### src/rtl/hazard_pkg.sv
// rtl/hazard_pkg.sv - shared encodings, stage record and helpers for the hazard controller
package hazard_pkg;

  localparam logic [2:0] FWD_GRF        = 3'd0;
  localparam logic [2:0] FWD_PC8_EX     = 3'd1;
  localparam logic [2:0] FWD_ALU_MEM    = 3'd2;
  localparam logic [2:0] FWD_PC8_MEM    = 3'd3;
  localparam logic [2:0] FWD_MDM_RD_MEM = 3'd4;
  localparam logic [2:0] FWD_WD_WB      = 3'd5;
  localparam logic [2:0] FWD_PC8_WB     = 3'd6;

  localparam logic [1:0] ALU_FWD_REG     = 2'd0;
  localparam logic [1:0] ALU_FWD_ALU_MEM = 2'd1;
  localparam logic [1:0] ALU_FWD_PC8_MEM = 2'd2;
  localparam logic [1:0] ALU_FWD_WD_WB   = 2'd3;

  localparam logic [1:0] TUSE_NONE = 2'd3;

  typedef enum logic [1:0] {KIND_ALU = 2'd0, KIND_LOAD = 2'd1, KIND_LINK = 2'd2} kind_e;
  typedef enum logic [1:0] {MD_NONE = 2'd0, MD_MULT = 2'd1, MD_DIV = 2'd2} md_start_e;

  typedef struct packed {
    logic       valid;
    logic [4:0] dst;
    logic [1:0] tnew;
    kind_e      kind;
  } stage_t;

  localparam stage_t STAGE_EMPTY = '{valid: 1'b0, dst: 5'd0, tnew: 2'd0, kind: KIND_ALU};

  function automatic stage_t advance(input stage_t s);
    stage_t r;
    r = s;
    r.tnew = (s.tnew == 2'd0) ? 2'd0 : s.tnew - 2'd1;
    return r;
  endfunction

  // EX operands only see MEM/WB, so the wider ID code folds onto the 2-bit mux
  function automatic logic [1:0] alu_sel(input logic [2:0] code);
    case (code)
      FWD_ALU_MEM:           return ALU_FWD_ALU_MEM;
      FWD_PC8_MEM:           return ALU_FWD_PC8_MEM;
      FWD_WD_WB, FWD_PC8_WB: return ALU_FWD_WD_WB;
      default:               return ALU_FWD_REG;
    endcase
  endfunction

endpackage

### src/rtl/hazard_ctrl_if.sv
// rtl/hazard_ctrl_if.sv - ID-stage decode fields in, forward selects and stall out
interface hazard_ctrl_if;
  logic [4:0] rs_ID, rt_ID, dst_ID;
  logic [1:0] tuse_rs_ID, tuse_rt_ID, tnew_ID, kind_ID, md_start_ID;
  logic       md_use_ID;
  logic       stall, md_busy;
  logic [2:0] CMPAfor, CMPBfor, Rafor;
  logic [1:0] ALUAfor, ALUBfor;

  modport master (
    output rs_ID, rt_ID, tuse_rs_ID, tuse_rt_ID, dst_ID, tnew_ID, kind_ID, md_start_ID, md_use_ID,
    input  stall, md_busy, CMPAfor, CMPBfor, Rafor, ALUAfor, ALUBfor
  );

  modport slave (
    input  rs_ID, rt_ID, tuse_rs_ID, tuse_rt_ID, dst_ID, tnew_ID, kind_ID, md_start_ID, md_use_ID,
    output stall, md_busy, CMPAfor, CMPBfor, Rafor, ALUAfor, ALUBfor
  );
endinterface

### src/rtl/hazard_fwd_sel.sv
// rtl/hazard_fwd_sel.sv - youngest-match forward select and stall request for one operand
module hazard_fwd_sel
  import hazard_pkg::*;
(
  input  logic [4:0] operand,
  input  logic [1:0] tuse,
  input  stage_t     ex,
  input  stage_t     mem,
  input  stage_t     wb,
  output logic [2:0] sel,
  output logic       stall_req
);

  function automatic logic hit(input stage_t s, input logic [4:0] r);
    return s.valid && (s.dst != 5'd0) && (s.dst == r);
  endfunction

  logic       found;
  logic [1:0] tnew;

  always_comb begin
    sel   = FWD_GRF;
    found = 1'b0;
    tnew  = 2'd0;
    if (hit(ex, operand)) begin
      found = 1'b1;
      tnew  = ex.tnew;
      if (ex.tnew == 2'd0 && ex.kind == KIND_LINK) sel = FWD_PC8_EX;
    end else if (hit(mem, operand)) begin
      found = 1'b1;
      tnew  = mem.tnew;
      if (mem.tnew == 2'd0) begin
        if (mem.kind == KIND_ALU)       sel = FWD_ALU_MEM;
        else if (mem.kind == KIND_LINK) sel = FWD_PC8_MEM;
      end
    end else if (hit(wb, operand)) begin
      found = 1'b1;
      tnew  = wb.tnew;
      if (wb.tnew == 2'd0) sel = (wb.kind == KIND_LINK) ? FWD_PC8_WB : FWD_WD_WB;
    end
    stall_req = found && (tuse != TUSE_NONE) && (tnew > tuse);
  end

endmodule

### src/rtl/hazard_ctrl.sv
// rtl/hazard_ctrl.sv - pipeline hazard/forwarding controller with MDU busy counter
module hazard_ctrl
  import hazard_pkg::*;
#(
  parameter int MULT_CYCLES = 5,
  parameter int DIV_CYCLES  = 10
) (
  input  logic         clk,
  input  logic         reset,
  hazard_ctrl_if.slave bus
);

  localparam int MD_MAX = (DIV_CYCLES > MULT_CYCLES) ? DIV_CYCLES : MULT_CYCLES;
  localparam int CNT_W  = $clog2(MD_MAX + 1);

  stage_t           ex_q, mem_q, wb_q;
  logic [4:0]       ex_rs_q, ex_rt_q;
  md_start_e        ex_md_q;
  logic [CNT_W-1:0] md_cnt_q;

  logic [2:0] id_req;
  logic [1:0] alu_req_unused;
  logic [2:0] alu_a_code, alu_b_code;
  logic       md_busy, md_stall, stall;

  hazard_fwd_sel u_cmpa (.operand(bus.rs_ID), .tuse(bus.tuse_rs_ID), .ex(ex_q), .mem(mem_q),
                         .wb(wb_q), .sel(bus.CMPAfor), .stall_req(id_req[0]));
  hazard_fwd_sel u_cmpb (.operand(bus.rt_ID), .tuse(bus.tuse_rt_ID), .ex(ex_q), .mem(mem_q),
                         .wb(wb_q), .sel(bus.CMPBfor), .stall_req(id_req[1]));
  hazard_fwd_sel u_ra   (.operand(bus.rs_ID), .tuse(bus.tuse_rs_ID), .ex(ex_q), .mem(mem_q),
                         .wb(wb_q), .sel(bus.Rafor), .stall_req(id_req[2]));

  // EX consumers look only downstream; the instruction itself is never a producer for them
  hazard_fwd_sel u_alua (.operand(ex_rs_q), .tuse(TUSE_NONE), .ex(STAGE_EMPTY), .mem(mem_q),
                         .wb(wb_q), .sel(alu_a_code), .stall_req(alu_req_unused[0]));
  hazard_fwd_sel u_alub (.operand(ex_rt_q), .tuse(TUSE_NONE), .ex(STAGE_EMPTY), .mem(mem_q),
                         .wb(wb_q), .sel(alu_b_code), .stall_req(alu_req_unused[1]));

  assign md_busy  = (md_cnt_q != '0);
  assign md_stall = bus.md_use_ID && (md_busy || (ex_q.valid && ex_md_q != MD_NONE));
  assign stall    = (|id_req) || md_stall;

  assign bus.stall   = stall;
  assign bus.md_busy = md_busy;
  assign bus.ALUAfor = alu_sel(alu_a_code);
  assign bus.ALUBfor = alu_sel(alu_b_code);

  always_ff @(posedge clk or negedge reset) begin
    if (!reset) begin
      ex_q     <= STAGE_EMPTY;
      mem_q    <= STAGE_EMPTY;
      wb_q     <= STAGE_EMPTY;
      ex_rs_q  <= 5'd0;
      ex_rt_q  <= 5'd0;
      ex_md_q  <= MD_NONE;
      md_cnt_q <= '0;
    end else begin
      mem_q <= advance(ex_q);
      wb_q  <= advance(mem_q);
      if (stall) begin
        ex_q    <= STAGE_EMPTY;
        ex_rs_q <= 5'd0;
        ex_rt_q <= 5'd0;
        ex_md_q <= MD_NONE;
      end else begin
        ex_q    <= '{valid: 1'b1, dst: bus.dst_ID, tnew: bus.tnew_ID, kind: kind_e'(bus.kind_ID)};
        ex_rs_q <= bus.rs_ID;
        ex_rt_q <= bus.rt_ID;
        ex_md_q <= md_start_e'(bus.md_start_ID);
      end
      // the counter keeps running through stalls; a new MD op reloads it as it leaves EX
      if (ex_q.valid && ex_md_q != MD_NONE)
        md_cnt_q <= (ex_md_q == MD_DIV) ? CNT_W'(DIV_CYCLES) : CNT_W'(MULT_CYCLES);
      else if (md_busy)
        md_cnt_q <= md_cnt_q - CNT_W'(1);
    end
  end

endmodule

### src/flat_wrapper.sv
// flat-port wrapper written by rule: the top's interface ports become plain ports
module hazard_ctrl_flat import hazard_pkg::*;
#(
  parameter int MULT_CYCLES = 5,
  parameter int DIV_CYCLES  = 10
)
  (clk, reset, bus_rs_ID, bus_rt_ID, bus_tuse_rs_ID, bus_tuse_rt_ID, bus_dst_ID, bus_tnew_ID, bus_kind_ID, bus_md_start_ID, bus_md_use_ID, bus_stall, bus_md_busy, bus_CMPAfor, bus_CMPBfor, bus_Rafor, bus_ALUAfor, bus_ALUBfor);
  hazard_ctrl_if bus_i ();
  input  logic clk;
  input  logic reset;
  input wire logic [$bits(bus_i.rs_ID)-1:0] bus_rs_ID;
  input wire logic [$bits(bus_i.rt_ID)-1:0] bus_rt_ID;
  input wire logic [$bits(bus_i.tuse_rs_ID)-1:0] bus_tuse_rs_ID;
  input wire logic [$bits(bus_i.tuse_rt_ID)-1:0] bus_tuse_rt_ID;
  input wire logic [$bits(bus_i.dst_ID)-1:0] bus_dst_ID;
  input wire logic [$bits(bus_i.tnew_ID)-1:0] bus_tnew_ID;
  input wire logic [$bits(bus_i.kind_ID)-1:0] bus_kind_ID;
  input wire logic [$bits(bus_i.md_start_ID)-1:0] bus_md_start_ID;
  input wire logic [$bits(bus_i.md_use_ID)-1:0] bus_md_use_ID;
  output wire logic [$bits(bus_i.stall)-1:0] bus_stall;
  output wire logic [$bits(bus_i.md_busy)-1:0] bus_md_busy;
  output wire logic [$bits(bus_i.CMPAfor)-1:0] bus_CMPAfor;
  output wire logic [$bits(bus_i.CMPBfor)-1:0] bus_CMPBfor;
  output wire logic [$bits(bus_i.Rafor)-1:0] bus_Rafor;
  output wire logic [$bits(bus_i.ALUAfor)-1:0] bus_ALUAfor;
  output wire logic [$bits(bus_i.ALUBfor)-1:0] bus_ALUBfor;
  assign bus_i.rs_ID = bus_rs_ID;
  assign bus_i.rt_ID = bus_rt_ID;
  assign bus_i.tuse_rs_ID = bus_tuse_rs_ID;
  assign bus_i.tuse_rt_ID = bus_tuse_rt_ID;
  assign bus_i.dst_ID = bus_dst_ID;
  assign bus_i.tnew_ID = bus_tnew_ID;
  assign bus_i.kind_ID = bus_kind_ID;
  assign bus_i.md_start_ID = bus_md_start_ID;
  assign bus_i.md_use_ID = bus_md_use_ID;
  assign bus_stall = bus_i.stall;
  assign bus_md_busy = bus_i.md_busy;
  assign bus_CMPAfor = bus_i.CMPAfor;
  assign bus_CMPBfor = bus_i.CMPBfor;
  assign bus_Rafor = bus_i.Rafor;
  assign bus_ALUAfor = bus_i.ALUAfor;
  assign bus_ALUBfor = bus_i.ALUBfor;
  hazard_ctrl #(.MULT_CYCLES(MULT_CYCLES), .DIV_CYCLES(DIV_CYCLES)) u_core (.clk(clk), .reset(reset), .bus(bus_i));
endmodule
### config.mk
export PLATFORM = sky130hd
export DESIGN_NAME = hazard_ctrl_flat
export DESIGN_NICKNAME = d
export VERILOG_FILES = /design/src/rtl/hazard_pkg.sv /design/src/rtl/hazard_ctrl_if.sv /design/src/rtl/hazard_fwd_sel.sv /design/src/rtl/hazard_ctrl.sv /design/src/flat_wrapper.sv
export SDC_FILE = /design/constraint.sdc
export NUM_CORES = 1
export LEC_CHECK = 0
export ABC_CLOCK_PERIOD_IN_PS = 4400
export CORE_MARGIN = 2
export CORE_UTILIZATION = 50
export DETAILED_ROUTE_END_ITERATION = 10
export PLACE_DENSITY = 0.71
export SLEW_MARGIN = 20
export SYNTH_ARGS = -nofsm -noshare
export SYNTH_HDL_FRONTEND = slang
export SYNTH_SLANG_ARGS = --single-unit
export TNS_END_PERCENT = 10
### constraint.sdc
create_clock -name clk -period 4.4 [get_ports clk]
set_clock_uncertainty 0.2 [all_clocks]
set_input_delay 0.44 -clock clk [delete_from_list [all_inputs] [get_ports clk]]
set_output_delay 0.44 -clock clk [all_outputs]
set_load 0.005 [all_outputs]
==> metrics.cfg, run 1 <==
[run_status]
status=finished clean

[sta]
finalSetupViolCount=0
holdWs_ps=181
slew_headroom_pct=59.4
setup_tns_ps=0
rsz0062_at_grt=no
min_period_ps=3950
period_share_pct=89.7
worst_pin_slew_ps=600
drv_slew=0
max_freq_ghz=0.253
report.final.hold_viol_count=0
setup_ws_ps=453

[critical_path]
critPathKind=in2out
crit_path_max_fanout=4
endpoint_kind=output port
required_ps=3760
crit_arrival_ps=3310
r2r-start=u_core.mem_q[6]
critPathLaunchType=primary input
crit_start=bus_rt_ID[3]

[die]
core_area_um2=5410
dieArea_um2=6130
ioPinCount=43
rows=27
die_h_um=78.3
fp.dieW_um=78.3
start_util_pct=51.1

[detailed_routing]
drtPass1Iterations=4
num_vias=2233
drt_iter0_markers=114
via_per_inst=5.49
route.detailed.drc=0
postRouteAntennaNets=0
avgRoutedWirePerCell_um=15.8
wl_mm=6.45

[clocking]
htree_levels=2
clock_latency_ps=300
cts_tree=yes
cts_buffers=5
ctsLongestPathBuffers=2
cts-root-buf=clkbuf_8
cts.clk_slew.worst_paths_ps=80
cts.sinks=46

[global_route]
grt_pass1_wl_mm=10.7
grt-ovfl-total=0
grt.total_usage_pct=22.5
grt_max_degree=47
antenna_found_initial=0
grt_pass1_vias=2261

[placement]
dpl-instance-area_um2=3240
hpwl_mm=4.66
pre_cts_slack_ps=63.1
dp_cells=386
port-buffer-count=42
gp_congestion=0.844

[logic_synthesis]
synth_edf_count=0
avgSynthCellArea_um2=9.90
ys_seq_area_share_pct=41.7
async_reset_ff_share_pct=100
ys_warn_count=0
synth_ff_type=dfrtp_1
ys_ff_latch=46
syn_nets=313
synthCells=279
syn-cell-area_um2=2760
ys_types=49

[power]
total_power_mw=1.25
power.density_nw_per_um2=356
ir_drop_mv=0.284
leakagePower_nw=1.59

[final_layout]
drive_gt1_share_pct=20.6
area_growth_pct=27.4
seqCellArea_um2=1160
n_fill_cell=449
multi_input_area_um2=1470
layout.cells.non_filler=407
nNetsFinal=368
antenna_cells=0
postLayoutCellArea_um2=3520
fin_util_pct=65.1

[run]
cap_violations=0

[worst_hold_path]
hold_class=reg2reg
hold_start=u_core.ex_q[1]

==> logic make-up after synthesis <==
group,after synthesis,share of synthesized area [%]
flip-flops,46,41.7
AO/OA/AOI/OAI,36,10.3
AND/OR/NAND/NOR,108,22.5
adder cells (fa/ha/maj),6,2.72
buffers and inverters,32,6.61
XOR/XNOR,51,16.2
==> power by group <==
| group | switching (mW) | internal, mW |
|---|---|---|
| clock | 0.144 | 0.170 |
| combinational | 0.185 | 0.200 |
| sequential | 0.0677 | 0.488 |
==> cell usage after synthesis (all sizes together), types with 2 or more instances <==
master | number | area, um2
a21oi | 4 | 20.0
a21boi | 3 | 26.3
nor3b | 4 | 30.0
o22ai | 2 | 12.5
buf | 17 | 125
nand2 | 29 | 109
o31ai | 2 | 15.0
nand3 | 12 | 72.6
inv | 9 | 33.8
clkbuf | 6 | 23.8
or4 | 8 | 65.1
o22a | 2 | 17.5
a22oi | 2 | 15.0
a32o | 2 | 20.0
xnor2 | 24 | 210
nor3 | 29 | 195
o21a | 3 | 22.5
and2 | 2 | 12.5
dfrtp | 46 | 1150
and3 | 4 | 25.0
nand2b | 4 | 25.0
o21ai | 10 | 61.3
xor2 | 27 | 236
nor2 | 8 | 30.0
ha | 6 | 75.1
==> worst max-delay path, cell delays in order <==
cell and delay [ps]:
clkdlybuf4s50_1 630, xnor2_1 150, nand2_1 80, or4_1 550, o21ai_0 180, o22a_1 140, ha_1 230, a21oi_1 130
a221o_1 170, a31oi_4 50, or3b_1 370, dlymetal6s2s_1 160
==> routing by layer <==
metal  share of wire (%)  vias to the layer above  track usage (%)
li1                    -                     1069                -
met1                  45                     1099             28.7
met2                  49                       59             39.2
met3                 5.0                        6             4.83
met4                 1.1                        0             5.26
met5                   0                        -                0
==> final timing paths <==
| path | end | slack [ps] | depth (start not counted) |
|---|---|---|---|
| max | bus_stall | 450 | 12 |
| min | u_core.mem_q[1] | 180 | 0 |
| max reg2reg | u_core.ex_q[9] | 920 | 13 |
| min reg2reg | u_core.mem_q[1] | 180 | 0 |
| max in group asynchronous | u_core.mem_q[4] | 3100 | 2 |
| min in group asynchronous | u_core.md_cnt_q[2] | 460 | 2 |
==> registers in the layout (all words and copies together), names as in the netlist <==
register	count
u_core.ex_rs_q	5
u_core.md_cnt_q	4
u_core.ex_md_q	2
u_core.wb_q	10
u_core.mem_q	10
u_core.ex_q	10
u_core.ex_rt_q	5
==> cell type report <==
type                            count  area share (%)
Timing Repair Buffer               71            18.5
Sequential cell                    46            33.0
Clock inverter                      2            1.07
Tap cell                           72            2.56
Multi-Input combinational cell    201            41.8
Clock buffer                        6            2.06
Inverter                            9           0.961
==> layout by cell type (no fill, tap or decap), types with 2 or more instances in the layout <==
cell type / netlist / layout
buf_4: 6 / 29
nor3_1: 19 / 19
and2_1: 2 / 2
dfrtp_2: 0 / 8
xor2_1: 27 / 27
a21boi_0: 2 / 2
nor3_2: 10 / 10
nor3b_1: 4 / 4
o21a_1: 3 / 2
o22ai_1: 2 / 2
nand3_1: 11 / 11
or4_4: 1 / 3
dlymetal6s2s_1: 0 / 5
dfrtp_1: 46 / 38
a32o_1: 2 / 2
inv_1: 9 / 9
nand2b_1: 4 / 4
a21oi_1: 4 / 4
o22a_1: 2 / 2
or4_1: 6 / 4
nand2_1: 29 / 29
o31ai_1: 2 / 2
and3_1: 4 / 3
o21ai_0: 8 / 7
clkdlybuf4s50_1: 0 / 36
ha_1: 6 / 5
nor2_1: 8 / 8
xnor2_1: 24 / 23
a22oi_1: 2 / 2
clkbuf_8: 0 / 5
==> what timing repair did <==
action	4_1_cts	5_1_grt
setup buffers	1	11
endpoints found under the hold margin	0	46
hold buffers	0	1
resized for setup	3	19
endpoints found under the setup margin	1	1
pin swaps	2	5
(Power assumes the default switching activity.)
==> run 2: changes to the inputs <==
- CAP_MARGIN: not set -> 0
- CORE_UTILIZATION: 50 -> 54
- PLACE_DENSITY: 0.71 -> 0.76
==> run 2 against run 1 <==
Net effect: sequential power about the same; cell count rose by 1.2%; highest routed layer unchanged; clock power shrank 15%; design area up 1.0%; first-iteration DRC count grew 39%.
==> metrics.cfg, run 2 (synthesized netlist as in run 1, its figures left out) <==
[detailed_routing]
via_per_inst=5.40  ; -1.7%
drt_iter0_markers=158  ; +39%
avgRoutedWirePerCell_um=15.8  ; -0.26%
route.detailed.drc=0  ; unchanged
num_vias=2223  ; -0.45%
postRouteAntennaNets=0  ; unchanged
drtPass1Iterations=4  ; unchanged
wl_mm=6.51  ; +0.96%

[clocking]
htree_levels=2  ; unchanged
clock_latency_ps=300  ; about the same
cts.sinks=46  ; unchanged
cts-root-buf=clkbuf_8
cts_tree=yes
ctsLongestPathBuffers=2  ; unchanged
cts.clk_slew.worst_paths_ps=80  ; about the same
cts_buffers=5  ; unchanged

[worst_hold_path]
hold_class=reg2reg
holdPathStages=0  ; unchanged
whs_endpoint=u_core.mem_q[1]
hold_start=u_core.ex_q[1]

[sta]
worst_pin_slew_ps=572  ; -27.6 ps
rsz0062_at_grt=no
setup_ws_ps=353  ; -100 ps
finalSetupViolCount=0  ; unchanged
max_freq_ghz=0.247  ; -2.5%
slew_headroom_pct=61.8  ; +2.4 points
min_period_ps=4050  ; +100 ps
report.final.hold_viol_count=0  ; unchanged
holdWs_ps=173  ; -8.42 ps
period_share_pct=92.0  ; +2.3 points
drv_slew=0  ; unchanged

[critical_path]
crit_path_max_fanout=5  ; +1
crit_buf_inv=2  ; unchanged
r2r-start=u_core.mem_q[6]
crit_arrival_ps=3410  ; +100 ps
endpoint_kind=output port
cp_slowest_stage_delay_ps=530  ; -100 ps
reg2regPathDepth=12  ; -1
crit_family=simple AND/OR/NAND/NOR gates
critPathKind=in2out
path_cells=clkdlybuf4s50_1 -> xor2_1 -> nor3_1 -> nand3_4 -> nor3b_1 -> o22a_1 -> ha_1 -> a21oi_1 -> a221o_1 -> a31oi_4 -> or3b_1 -> dlymetal6s2s_1
reg2reg_to=u_core.ex_rt_q[2]
required_ps=3760  ; about the same
r2r_slack_ps=900  ; -20 ps
critPathLaunchType=primary input
critPathSlowestCell=clkdlybuf4s50_1

[final_layout]
top_regs=u_core.ex_q x10, u_core.mem_q x10, u_core.wb_q x10
final_common_cell=dfrtp_1
nNetsFinal=375  ; +1.9%
postLayoutCellArea_um2=3550  ; +1.0%
final_cell_mix=39 x dfrtp_1, 36 x buf_4, 35 x clkdlybuf4s50_1, 29 x nand2_1, 27 x xor2_1
antenna_cells=0  ; unchanged
area_growth_pct=28.7
drive_gt1_share_pct=22.2  ; +1.6 points

[global_route]
grt-ovfl-total=0  ; unchanged
grt.total_usage_pct=24.6  ; +2.1 points
antenna_found_initial=0  ; unchanged
grt_pass1_vias=2142  ; -5.3%
grt_max_degree=47  ; unchanged
grt_pass1_wl_mm=10.3  ; -4.3%

[placement]
dpl-instance-area_um2=3240  ; about the same
gp_congestion=0.863  ; +2.2%
hpwl_mm=4.64  ; -0.38%
port-buffer-count=42  ; unchanged
pre_cts_slack_ps=-3.97  ; -67.1 ps

[die]
dieArea_um2=5700  ; -7.0%
start_util_pct=55.1  ; +4.0 points
core_area_um2=5010  ; -7.3%
rows=26  ; -3.7%
fp.dieW_um=75.5  ; -3.6%
ioPinCount=43  ; unchanged
die_h_um=75.5  ; -3.6%

[power]
leakagePower_nw=1.63  ; +2.8%
power.density_nw_per_um2=346  ; -3.0%
ir_drop_mv=0.289  ; +1.6%

[run_status]
status=finished clean

[run]
cap_violations=0  ; unchanged

==> run 2: changes by cell type in the layout (fill, tap and decap cells not counted), sizes merged <==
cell / delta
clkdlybuf4s50: -1
bufinv: -1
buf: +7
dlymetal6s2s: +1
clkinv: +1
==> run 2: worst max path at each step <==
stage | start | to | slack (ps) | cells past startpoint
after CTS | u_core.wb_q[6] | bus_stall | 1 | 11
final | bus_rt_ID[4] | bus_stall | 350 | 12
after global placement | bus_rs_ID[0] | bus_stall | 80 | 12
after detailed placement | bus_rs_ID[0] | bus_stall | -4 | 12
after floorplan | u_core.wb_q[5] | bus_stall | 870 | 11
after global routing | bus_rt_ID[4] | bus_stall | 190 | 12
==> run 2: worst register-to-register path: stages (launching register included) <==
cell and delay [ps]:
dfrtp_2 410, buf_4 170, xnor2_2 150, nand3_1 90
or4_4 570, and3_1 190, o22a_1 190, ha_4 280
nand2b_1 50, a222oi_1 420, a21boi_2 250, buf_4 320
nor3_1 100
==> run 2: what timing repair did <==
| action | in CTS | in global routing |
|---|---|---|
| setup endpoints to repair | 1 | 1 |
| setup buffers | 1 | 18 |
| pin swaps | 2 | 6 |
| endpoints found under the hold margin | 0 | 46 |
| resized for setup | 4 | 18 |
| hold buffers | 0 | 1 |
==> run 2: power breakdown <==
part           total (mW)  internal (mW)  switching [mW]
registers           0.553          0.488          0.0648
clock network       0.267          0.126           0.141
logic               0.408          0.213           0.195
==> run 2: area by class of cell <==
type / count / area (um2)
inverter: 9 / 33.8
clock inverter: 2 / 12.5
clock buffer: 6 / 82.6
fill: 406 / 1460
tap: 70 / 87.6
sequential: 46 / 1160
multi-input combinational: 201 / 1470
timing repair buffer: 78 / 706
==> run 2: metal layers <==
metal  vias up  share of wire, %  global-route usage, %
met4         0               1.6                   7.80
li1       1077                 -                      -
met2        60                50                   40.9
met3         7               4.4                   4.10
met1      1079                44                   33.2
met5         -                 0                      0
==> run 2: stage by stage <==
stage / total power [mW] / TNS (ps) / util, % / cells
after global placement: 0.908 / 0 / 64.6 / 384
final: 1.23 / 0 / 70.9 / 412
after CTS: 1.19 / 0 / 66.8 / 393
after detailed placement: 0.921 / -3.97 / 64.6 / 384
after global routing: 1.30 / 0 / 70.9 / 412
after floorplan: 0.792 / 0 / - / 279
==> run 3: changes to the inputs <==
- CTS_CLUSTER_DIAMETER: not set -> 40
==> results of run 3 <==
Final layout, timing and power as in run 2 (identical DEF).
